<file path="config.mk">
export PLATFORM = sky130hd
export DESIGN_NAME = load_store_unit_flat
export DESIGN_NICKNAME = d
export VERILOG_FILES = /design/src/rtl/load_store_unit_pkg.sv /design/src/rtl/load_store_unit_if.sv /design/src/rtl/load_store_unit_byte_lane.sv /design/src/rtl/load_store_unit.sv /design/src/flat_wrapper.sv
export SDC_FILE = /design/constraint.sdc
export NUM_CORES = 1
export LEC_CHECK = 0
export ABC_AREA = 1
export ABC_CLOCK_PERIOD_IN_PS = 5200
export CAP_MARGIN = 10
export CORE_MARGIN = 2
export CORE_UTILIZATION = 25
export CTS_CLUSTER_SIZE = 8
export DETAILED_ROUTE_END_ITERATION = 7
export MAX_ROUTING_LAYER = met4
export PLACE_DENSITY = 0.54
export SYNTH_ARGS = -nofsm -noshare
export SYNTH_HDL_FRONTEND = slang
export SYNTH_SLANG_ARGS = --single-unit
</file>
<file path="constraint.sdc">
create_clock -name clk -period 5.2 [get_ports clk]
set_input_delay 1.04 -clock clk [delete_from_list [all_inputs] [get_ports clk]]
set_output_delay 1.04 -clock clk [all_outputs]
set_load 0.05 [all_outputs]
</file>
<file path="src/rtl/load_store_unit_pkg.sv">
// Shared types and constants for the load/store unit.
package lsu_pkg;

  localparam int XLEN_DEF = 32;

  localparam logic [2:0] F3_B  = 3'b000;
  localparam logic [2:0] F3_H  = 3'b001;
  localparam logic [2:0] F3_W  = 3'b010;
  localparam logic [2:0] F3_BU = 3'b100;
  localparam logic [2:0] F3_HU = 3'b101;

  typedef enum logic [1:0] {IDLE, ACCESS, MERGE_WR, RESP} lsu_state_e;

  // Unknown width codes, unsigned stores and misaligned H/W are rejected.
  function automatic logic req_illegal(input logic we, input logic [2:0] f3,
                                       input logic [1:0] a);
    logic ill;
    case (f3)
      F3_B:    ill = 1'b0;
      F3_H:    ill = a[0];
      F3_W:    ill = (a != 2'b00);
      F3_BU:   ill = we;
      F3_HU:   ill = we | a[0];
      default: ill = 1'b1;
    endcase
    return ill;
  endfunction

endpackage

</file>
<file path="src/rtl/load_store_unit_if.sv">
// Core-side request/response and memory-side bus of the load/store unit.
interface load_store_unit_if #(parameter int XLEN = 32);
  logic            req_valid;
  logic            req_ready;
  logic            req_we;
  logic [2:0]      req_funct3;
  logic [XLEN-1:0] req_addr;
  logic [XLEN-1:0] req_wdata;
  logic            rsp_valid;
  logic [XLEN-1:0] rsp_rdata;
  logic            rsp_err;
  logic            mem_we;
  logic [XLEN-1:0] mem_addr;
  logic [XLEN-1:0] mem_wd;
  logic [XLEN-1:0] mem_rd;

  // LSU side
  modport slave (
    input  req_valid, req_we, req_funct3, req_addr, req_wdata, mem_rd,
    output req_ready, rsp_valid, rsp_rdata, rsp_err, mem_we, mem_addr, mem_wd
  );

  // Core + memory side
  modport master (
    output req_valid, req_we, req_funct3, req_addr, req_wdata, mem_rd,
    input  req_ready, rsp_valid, rsp_rdata, rsp_err, mem_we, mem_addr, mem_wd
  );
endinterface

</file>
<file path="src/rtl/load_store_unit_byte_lane.sv">
// Combinational lane logic: load extract/extend and sub-word store merge.
module lsu_byte_lane
  import lsu_pkg::*;
#(
  parameter int XLEN = XLEN_DEF
) (
  input  logic [XLEN-1:0] word_i,
  input  logic [1:0]      lane_i,
  input  logic [2:0]      funct3_i,
  input  logic [XLEN-1:0] wdata_i,
  output logic [XLEN-1:0] ld_data_o,
  output logic [XLEN-1:0] st_word_o
);

  logic [7:0]  byte_sel;
  logic [15:0] half_sel;

  assign byte_sel = word_i[{lane_i, 3'b000} +: 8];
  assign half_sel = word_i[{lane_i[1], 4'b0000} +: 16];

  // Little-endian extraction; B/H sign-extend, BU/HU zero-extend.
  always_comb begin
    ld_data_o = word_i;
    case (funct3_i)
      F3_B:    ld_data_o = {{(XLEN-8){byte_sel[7]}}, byte_sel};
      F3_BU:   ld_data_o = {{(XLEN-8){1'b0}}, byte_sel};
      F3_H:    ld_data_o = {{(XLEN-16){half_sel[15]}}, half_sel};
      F3_HU:   ld_data_o = {{(XLEN-16){1'b0}}, half_sel};
      default: ld_data_o = word_i;
    endcase
  end

  // Replace only the addressed byte/half of the old word.
  always_comb begin
    st_word_o = word_i;
    case (funct3_i)
      F3_B:    st_word_o[{lane_i, 3'b000} +: 8]     = wdata_i[7:0];
      F3_H:    st_word_o[{lane_i[1], 4'b0000} +: 16] = wdata_i[15:0];
      default: st_word_o = wdata_i;
    endcase
  end

endmodule

</file>
<file path="src/rtl/load_store_unit.sv">
// Single-outstanding RV32I load/store initiator for a word memory without
// byte enables; sub-word stores go through read-modify-write.
module load_store_unit
  import lsu_pkg::*;
#(
  parameter int XLEN = XLEN_DEF
) (
  input  logic clk,
  input  logic rst_in,
  load_store_unit_if.slave bus
);

  lsu_state_e      state_q, state_d;
  logic            we_q, we_d;
  logic            err_q, err_d;
  logic [2:0]      f3_q, f3_d;
  logic [XLEN-1:0] addr_q, addr_d;
  logic [XLEN-1:0] wdata_q, wdata_d;
  // Holds the load result, or the merged word for SB/SH.
  logic [XLEN-1:0] data_q, data_d;

  logic [XLEN-1:0] ld_data;
  logic [XLEN-1:0] st_word;
  logic            sw_access;

  lsu_byte_lane #(.XLEN(XLEN)) u_lane (
    .word_i    (bus.mem_rd),
    .lane_i    (addr_q[1:0]),
    .funct3_i  (f3_q),
    .wdata_i   (wdata_q),
    .ld_data_o (ld_data),
    .st_word_o (st_word)
  );

  // State and request/result registers.
  always_ff @(posedge clk or negedge rst_in) begin
    if (!rst_in) begin
      state_q <= IDLE;
      we_q    <= 1'b0;
      err_q   <= 1'b0;
      f3_q    <= 3'b000;
      addr_q  <= '0;
      wdata_q <= '0;
      data_q  <= '0;
    end else begin
      state_q <= state_d;
      we_q    <= we_d;
      err_q   <= err_d;
      f3_q    <= f3_d;
      addr_q  <= addr_d;
      wdata_q <= wdata_d;
      data_q  <= data_d;
    end
  end

  // Next-state: accept in IDLE, one memory access, optional merge write, respond.
  always_comb begin
    state_d = state_q;
    we_d    = we_q;
    err_d   = err_q;
    f3_d    = f3_q;
    addr_d  = addr_q;
    wdata_d = wdata_q;
    data_d  = data_q;
    case (state_q)
      IDLE: begin
        if (bus.req_valid) begin
          we_d    = bus.req_we;
          f3_d    = bus.req_funct3;
          addr_d  = bus.req_addr;
          wdata_d = bus.req_wdata;
          data_d  = '0;
          err_d   = req_illegal(bus.req_we, bus.req_funct3, bus.req_addr[1:0]);
          state_d = err_d ? RESP : ACCESS;
        end
      end
      ACCESS: begin
        if (!we_q) begin
          data_d  = ld_data;
          state_d = RESP;
        end else if (f3_q == F3_W) begin
          state_d = RESP;
        end else begin
          data_d  = st_word;
          state_d = MERGE_WR;
        end
      end
      MERGE_WR: state_d = RESP;
      RESP:     state_d = IDLE;
      default:  state_d = IDLE;
    endcase
  end

  // Outputs decoded from state and registers only; nothing from req_* reaches mem_*.
  assign sw_access     = (state_q == ACCESS) && we_q && (f3_q == F3_W);
  assign bus.req_ready = rst_in && (state_q == IDLE);
  assign bus.rsp_valid = (state_q == RESP);
  assign bus.rsp_err   = (state_q == RESP) && err_q;
  assign bus.rsp_rdata = ((state_q == RESP) && !we_q && !err_q) ? data_q : '0;
  assign bus.mem_we    = sw_access || (state_q == MERGE_WR);
  assign bus.mem_addr  = {2'b00, addr_q[XLEN-1:2]};
  assign bus.mem_wd    = (state_q == MERGE_WR) ? data_q :
                         sw_access             ? wdata_q : '0;

endmodule

</file>
<file path="src/flat_wrapper.sv">
// flat-port wrapper written by rule: the top's interface ports become plain ports
module load_store_unit_flat import lsu_pkg::*;
#(
  parameter int XLEN = XLEN_DEF
)
  (clk, rst_in, bus_req_valid, bus_req_we, bus_req_funct3, bus_req_addr, bus_req_wdata, bus_mem_rd, bus_req_ready, bus_rsp_valid, bus_rsp_rdata, bus_rsp_err, bus_mem_we, bus_mem_addr, bus_mem_wd);
  load_store_unit_if #(.XLEN(XLEN)) bus_i ();
  input  logic clk;
  input  logic rst_in;
  input wire logic [$bits(bus_i.req_valid)-1:0] bus_req_valid;
  input wire logic [$bits(bus_i.req_we)-1:0] bus_req_we;
  input wire logic [$bits(bus_i.req_funct3)-1:0] bus_req_funct3;
  input wire logic [$bits(bus_i.req_addr)-1:0] bus_req_addr;
  input wire logic [$bits(bus_i.req_wdata)-1:0] bus_req_wdata;
  input wire logic [$bits(bus_i.mem_rd)-1:0] bus_mem_rd;
  output wire logic [$bits(bus_i.req_ready)-1:0] bus_req_ready;
  output wire logic [$bits(bus_i.rsp_valid)-1:0] bus_rsp_valid;
  output wire logic [$bits(bus_i.rsp_rdata)-1:0] bus_rsp_rdata;
  output wire logic [$bits(bus_i.rsp_err)-1:0] bus_rsp_err;
  output wire logic [$bits(bus_i.mem_we)-1:0] bus_mem_we;
  output wire logic [$bits(bus_i.mem_addr)-1:0] bus_mem_addr;
  output wire logic [$bits(bus_i.mem_wd)-1:0] bus_mem_wd;
  assign bus_i.req_valid = bus_req_valid;
  assign bus_i.req_we = bus_req_we;
  assign bus_i.req_funct3 = bus_req_funct3;
  assign bus_i.req_addr = bus_req_addr;
  assign bus_i.req_wdata = bus_req_wdata;
  assign bus_i.mem_rd = bus_mem_rd;
  assign bus_req_ready = bus_i.req_ready;
  assign bus_rsp_valid = bus_i.rsp_valid;
  assign bus_rsp_rdata = bus_i.rsp_rdata;
  assign bus_rsp_err = bus_i.rsp_err;
  assign bus_mem_we = bus_i.mem_we;
  assign bus_mem_addr = bus_i.mem_addr;
  assign bus_mem_wd = bus_i.mem_wd;
  load_store_unit #(.XLEN(XLEN)) u_core (.clk(clk), .rst_in(rst_in), .bus(bus_i));
endmodule
</file>
After elaboration in Yosys (flattened, before gate mapping)
Cells that the tools add are included.

storage, ports and cells
  flip-flop bits (word level) = 103
  bits of input ports = 103
  output and inout bits = 100
  word-level logic and storage cells = 64

operators by class
  $add $sub $neg = 2
  eq/ne operators = 13
  shift operators = 6
  muxes and demuxes = 19
  bitwise gates (word level) = 1
  reduce and logical (&&, ||, !) cells = 16

operator list
  cell                                                    number
  2-to-1 mux 32 bit                                       6
  one-hot mux 32 bit (2 select lines)                     2
  one-hot mux 32 bit (4 select lines)                     1
  bitwise mux 32 bit                                      2
  variable shift 16 x 7 -> 32 bit (first input constant)  1
  variable shift 8 x 7 -> 32 bit (first input constant)   1
  indexed part select 16 x 7 -> 32 bit                    1
  indexed part select 32 x 6 -> 16 bit                    1
  indexed part select 32 x 6 -> 8 bit                     1
  indexed part select 8 x 7 -> 32 bit                     1
  negation 5 -> 7 bit                                     2
  == test 3 bit (second input constant)                   4
  one-hot mux 2 bit (4 select lines)                      1
  == test 3 x 1 -> 1 bit (second input constant)          2
  == test 3 x 2 -> 1 bit (second input constant)          2
  logical AND 1 bit                                       6
  logical NOT 3 bit                                       2
  2-to-1 mux 2 bit                                        3
  one-hot mux 1 bit (5 select lines)                      1
  == test 2 bit (second input constant)                   2
  nonzero test 2 bit                                      2
  2-to-1 mux 1 bit                                        3
  inequality test 3 bit (second input constant)           1
  AND reduction 3 bit                                     1
  other kinds (7)                                         8

Logic depth before layout (Yosys ltp)
  depth in word-level cells = 7
  mapped depth = 13

Hierarchy
From an unflattened synthesis, not the netlist that was laid out.

unflattened totals
  cell total of the unflattened synthesis = 1329
  area, all modules = 8066.5 um^2

modules (own cells, without submodules)
  module           times used  cells an instance  area each (um^2)
  load_store_unit  1           785                5609.1
  lsu_byte_lane    1           544                2457.4

Worst setup path after synthesis
No wires, ideal clock.

  path type = register to output
  start = register u_core.state_q[0]
  end = output bus_mem_wd[22]
  arrival = 2.324 ns
  required time = 4.160 ns
  slack = 1.836 ns
  cell stages (with the launch flop) = 8
  buffers on the path = 2
  cells stage by stage = dfrtp_1 -> inv_1 -> ha_1 -> clkbuf_1 -> inv_1 -> clkbuf_1 -> nand2_1 -> o21ai_0

on the way
  word-level cells in the longest chain between the ends = 5
  elaborated cells on any way between the ends = 6
  classes of those cells = eq/ne: 2; mux: 2; reduce/logical: 2

ends and longest elaborated chain
  element                          RTL line                text
  from (decl)                      load_store_unit.sv:13   lsu_state_e state_q, state_d;
  from (signal assigned)           load_store_unit.sv:46   state_q <= state_d;
  == test 2 x 1 -> 1 bit           load_store_unit.sv:95   assign sw_access = (state_q == ACCESS) && we_q && (f3_q == F3_W);
  logical AND 1 bit (2 in series)  load_store_unit.sv:95
  2-to-1 mux 32 bit                load_store_unit.sv:103  sw_access ? wdata_q : '0;
  2-to-1 mux 32 bit (*)            load_store_unit.sv:102  assign bus.mem_wd = (state_q == MERGE_WR) ? data_q :
  to (decl)                        flat_wrapper.sv:22      output wire logic [$bits(bus_i.mem_wd)-1:0] bus_mem_wd;

Mark *: on every way between the ends. The rest lies on a longest branch, timed or not.

Worst setup path in the final report
  start = register u_core.f3_q[1]
  end = output bus_mem_wd[27]

on the way
  word-level cells in the longest chain between the ends = 4

ends and longest elaborated chain
  element                 RTL line                text
  from (decl)             load_store_unit.sv:16   logic [2:0] f3_q, f3_d;
  from (signal assigned)  load_store_unit.sv:41   f3_q <= 3'b000;
  from (signal assigned)  load_store_unit.sv:49   f3_q <= f3_d;
  == test 3 x 2 -> 1 bit  load_store_unit.sv:95
  logical AND 1 bit       load_store_unit.sv:95
  2-to-1 mux 32 bit       load_store_unit.sv:103
  2-to-1 mux 32 bit       load_store_unit.sv:102

Every way passes these cells.

==> flow_metrics.tcl <==
set metrics [dict create \
    r2r_end "u_core.data_q[19]$_DFFE_PN0P_" \
    dr.first_iter.drc_count 636 \
    cts_max_level 3 \
    drc 0 \
    clkPwrFrac 0.110 \
    p_int_uw 2784 \
    ir_drop_uv 275.0 \
    drt_wl_total_um 29980 \
    timing.max_cap.violations 0 \
    synth-simple-area-share 0.4304 \
    yosysUniqueCellTypes 37 \
    drive_above_1_share 0.05123 \
    gr-total-overflow 0 \
    p_sw_frac 0.5666 \
    crit_required_ps 4160 \
    synth_mux_area_frac 0 \
    yosys_most_used_dff "dfrtp_1" \
    status "finished, final reports clean" \
    finalSetupViolCount 0 \
    worst_r2r_path_depth 13 \
    antenna_found_initial 0 \
    synth_seq_area_share 0.3361 \
    num_rows 64 \
    period_share 0.7859 \
    design_area_um2 9992 \
    vias 8129 \
    max_freq_mhz 244.7 \
    final_cell_mix "nand2_1 (594), clkdlybuf4s50_1 (199), inv_1 (106), dfrtp_1 (103), nor2_1 (95)" \
    wl_per_cell_um 16.82 \
    stdcell_count 1782 \
    n_antenna_cell 0 \
    holdBufCountCts 0 \
    path_clk_slew_ps 90 \
    power_density_nw_per_um2 642.8 \
    ys_warn_count 0 \
    die_area_um2 32090 \
    final_common_cell "nand2_1" \
    r2r_slack_ps 2010 \
    synth_top_family_by_area "simple AND/OR/NAND/NOR gates" \
    vias_per_cell 4.562 \
    ys_async_sr_fraction 1.000 \
    path_max_fanout 31 \
    min_to "u_core.addr_q[22]$_DFFE_PN0P_" \
    gp_congestion 0.9093 \
    fp.dieH_um 179.1 \
    cts_tree "built" \
    min_path_cells 2 \
    totalPowerFinal_uw 6423 \
    synth-xor-area-share 0 \
    grt_usage 0.1937 \
    syn_area_um2 7669 \
    synth_compound_area_frac 0.08468 \
    syn_inst 1253 \
    start_kind "register" \
    syn2layout_area_growth_pct 30.30 \
    fp.dieW_um 179.1 \
    period_needed_ps 4087 \
    nets 1494 \
    antenna_left 0 \
    synth_edf_count 0 \
    cts.sinks 103 \
    slew_headroom 0.3929 \
    slew_violations 0 \
    place_area_um2 9703 \
    combPwrFrac 0.654 \
    min_path_type "register to register" \
    tightest_slew_ps 906.7 \
    end_kind "output port" \
    ioPinCount 203 \
    crit_type "register to output port" \
    leakagePower_uw 0.004861 \
    setup_tns_ps 0 \
    grt_pass1_wl_um 45630 \
    grt_max_degree 68 \
    synthAdderAreaFrac 0.01468 \
    clk-insertion-delay-late_ps 370 \
    synth_seq_cells 103 \
    port_buffers 200 \
    fillCellCount 3406 \
    cts_resized 0 \
    hold_violations 0 \
    rsz0062_at_grt "no" \
    dp.cells 1767 \
    worstHoldStart "u_core.addr_q[22]$_DFFE_PN0P_" \
    synth_area_per_cell_um2 6.120 \
    p_sw_uw 3639 \
    skew_ps 14.28 \
    postCtsSetupBuffers 0 \
    multiInputGateArea_um2 4070 \
    clockBufferDepth 2 \
    grt_pass1_vias 7773 \
    critPathArrivalTime_ps 3050 \
    cts-buffers-inserted 9 \
    regArea_um2 2577 \
    core_um2 30430 \
    r2r_start "u_core.addr_q[1]$_DFFE_PN0P_" \
    hpwl_um 22230 \
    p_seq_frac 0.236 \
    start_util 0.2520 \
    dr.pass1.iters 6 \
    root_buffer "clkbuf_16" \
]
## stage by stage
stage                     hold WS [ps]    util  setup slack [ps]
after floorplan                  450.0       -              1836
after global placement           461.0  0.3189              1588
after detailed placement         468.2  0.3189              1505
after CTS                        489.7  0.3284              1092
after global routing             502.9  0.3284             972.0
final                            486.3  0.3284              1113
## synthesized netlist by cell type (all sizes together), types with 9 or more instances
| library cell | instances | share of area |
|---|---|---|
| nand2 | 600 | 0.30 |
| or2 | 12 | 0.0098 |
| nand4 | 12 | 0.011 |
| nand3 | 83 | 0.057 |
| a21oi | 10 | 0.0075 |
| dfrtp | 103 | 0.34 |
| nor2 | 100 | 0.054 |
| buf | 60 | 0.057 |
| o21ai | 95 | 0.063 |
| inv | 110 | 0.054 |
| ha | 9 | 0.015 |
| clkbuf | 40 | 0.020 |
## power by group through the flow
stage          sequential (uW)  clock (uW)  combinational (uW)
6_report                  1520         704                4200
3_3_place_gp              1530           0                4180
3_5_place_dp              1530           0                4210
5_1_grt                   1570         748                4660
4_1_cts                   1520         719                4230
2_1_floorplan             1380           0                3200
## cell families (layout without fill, tap and decap cells)
family,after synthesis,in the layout
AND/OR/NAND/NOR,809,809
buffers and inverters,214,346
AO/OA/AOI/OAI,117,117
flip-flops,103,103
adder cells (fa/ha/maj),9,9
other,1,2
## worst max path at each step
stage                     slack [ps]        endpoint                           from  depth (start not counted)
after floorplan                 1840  bus_mem_wd[22]  u_core.state_q[0]$_DFFE_PN0P_                          7
after global placement          1590  bus_mem_wd[15]     u_core.f3_q[1]$_DFFE_PN0P_                          7
after detailed placement        1500   bus_mem_wd[9]  u_core.state_q[0]$_DFFE_PN0P_                          7
after CTS                       1090  bus_mem_wd[28]     u_core.f3_q[1]$_DFFE_PN0P_                          7
after global routing             970  bus_mem_wd[28]     u_core.f3_q[1]$_DFFE_PN0P_                          7
final                           1110  bus_mem_wd[27]     u_core.f3_q[1]$_DFFE_PN0P_                          7
## cell type report
cell class,instances,area share
Clock buffer,11,0.02529
Clock inverter,4,0.003631
Inverter,114,0.04333
Multi-Input combinational cell,937,0.4073
Sequential cell,103,0.2580
Tap cell,396,0.04959
Timing Repair Buffer,217,0.2129
## registers in the layout, summed over array words and instances (netlist names)
register and count:
u_core.err_q 1, u_core.data_q 32, u_core.state_q 2, u_core.wdata_q 32, u_core.we_q 1, u_core.f3_q 3, u_core.addr_q 32
## worst max-delay path, cell delays in order (launching register included)
cell and delay (ps):
dfrtp_1 330, buf_4 330, inv_2 240, nor2_1 160, nand4_2 190, buf_4 340, o21ai_0 250, clkdlybuf4s50_1 840
## per-layer routing
metal | GRT usage | routed length, um | up-vias
met1 | 0.2610 | 13910 | 3717
met5 | - | 0 | -
met4 | 0.07056 | 1051 | 0
li1 | - | - | 4062
met2 | 0.2963 | 13160 | 305
met3 | 0.02629 | 1855 | 45
Power figures use the tool's default switching activity.
==> RTL edit, RTL diff (config.mk and constraints unchanged) <==
Register the output `bus.rsp_err`; this adds one clock of latency there.
--- a/src/rtl/load_store_unit.sv
+++ b/src/rtl/load_store_unit.sv
@@ -96,5 +96,7 @@
   assign bus.req_ready = rst_in && (state_q == IDLE);
   assign bus.rsp_valid = (state_q == RESP);
-  assign bus.rsp_err   = (state_q == RESP) && err_q;
+  always_ff @(posedge clk) begin
+    bus.rsp_err <= (state_q == RESP) && err_q;
+  end
   assign bus.rsp_rdata = ((state_q == RESP) && !we_q && !err_q) ? data_q : '0;
   assign bus.mem_we    = sw_access || (state_q == MERGE_WR);
Formal check against the unedited RTL: not equivalent (Yosys sat finds a counterexample within 4 cycles, from zero or initial values and one cycle with rst_in low).
==> RTL edit against the unedited design <==
- maximum frequency shrank 4.0%
- sequential cell count grew 1
- area after synthesis shrank 1.3%
- cell area is essentially flat
- wire length grew 1.9%
- total power grew 0.45%
- worst setup slack lost 0.17 ns
- critical endpoint is now bus_mem_wd[5]
- largest cell class unchanged
==> RTL edit: results <==
{
  "p_comb_mw": 4.06,
  "dr.pass1.iters": 5,
  "drive_gt1_frac": 0.0382,
  "power_leakage_nw": 4.85,
  "rrSetupSlack_ns": 2.06,
  "antennaDiodeCount": 2,
  "grt_use_total": 0.199,
  "switchingPower_mw": 3.61,
  "seq_share": 0.260,
  "clock-skew-final_ns": 0.0148,
  "whs_ns": 0.481,
  "clkbuf_count": 10,
  "root_buffer": "clkbuf_16",
  "cp.arrival_ns": 3.22,
  "n_all_buffers": 216,
  "r2r_cells": 9,
  "hp-start": "u_core.addr_q[13]",
  "status": "finished, final reports clean",
  "async_flop_share": 0.990,
  "antenna_found_initial": 1,
  "grt_max_degree": 67,
  "nonClkBufAreaFrac": 0.212,
  "dp_slack_ns": 1.27,
  "min_to": "u_core.addr_q[13]",
  "grt_pass1_wl_um": 46600,
  "synth_seq_area_share": 0.343,
  "r2r-start": "u_core.state_q[1]",
  "dr_total_vias": 8265,
  "avgRoutedWirePerCell_um": 17.2,
  "multiInputGateArea_mm2": 0.00404,
  "period_share": 0.819,
  "multi_input_gates": 944,
  "p_clk_uw": 791,
  "synth_area_per_cell_um2": 6.02,
  "dp_cells": 1762,
  "yosys-top-cells-count": "nand2_1, dfrtp_1, nor2_1",
  "slew_headroom": 0.296,
  "drt_wl_total_um": 30500,
  "clkSinkCount": 104,
  "crit_fanout": 35,
  "cp-endpoint": "bus_mem_wd[5]",
  "vdd_drop_max_mv": 0.313,
  "synth_area_leaders": "dfrtp_1, nand2_1, nand3_1",
  "yosys.cell_types.count": 33
}
==> RTL edit: stage by stage <==
stage	area (µm²)	power [mW]
floorplan	7570	4.45
global placement	9650	5.62
detailed placement	9650	5.65
CTS	9980	6.47
global route	9980	6.97
finish	9990	6.45
==> RTL edit: worst max-delay path: stages, from the launching register on <==
cell             delay, ns
dfrtp_1               0.42
inv_1                 0.11
ha_1                  0.24
nand4_2               0.72
o21ai_0               0.49
clkdlybuf4s50_1       0.86
==> RTL edit: routing by layer <==
layer  vias up  routed length, µm  global-route usage
met5         -                  0                   -
met4         0                620              0.0560
met3        34               2760              0.0467
met2       325              12800               0.292
met1      3811              14400               0.273
li1       4095                  -                   -
==> RTL edit: logic make-up after synthesis <==
group | Yosys count | share of synthesized area
other | 1 | 0.000495
AOI/OAI and AO/OA | 123 | 0.0918
buffers and inverters | 211 | 0.124
and+or+nand+nor | 810 | 0.425
DFF | 104 | 0.343
adders and majority gates | 9 | 0.0149
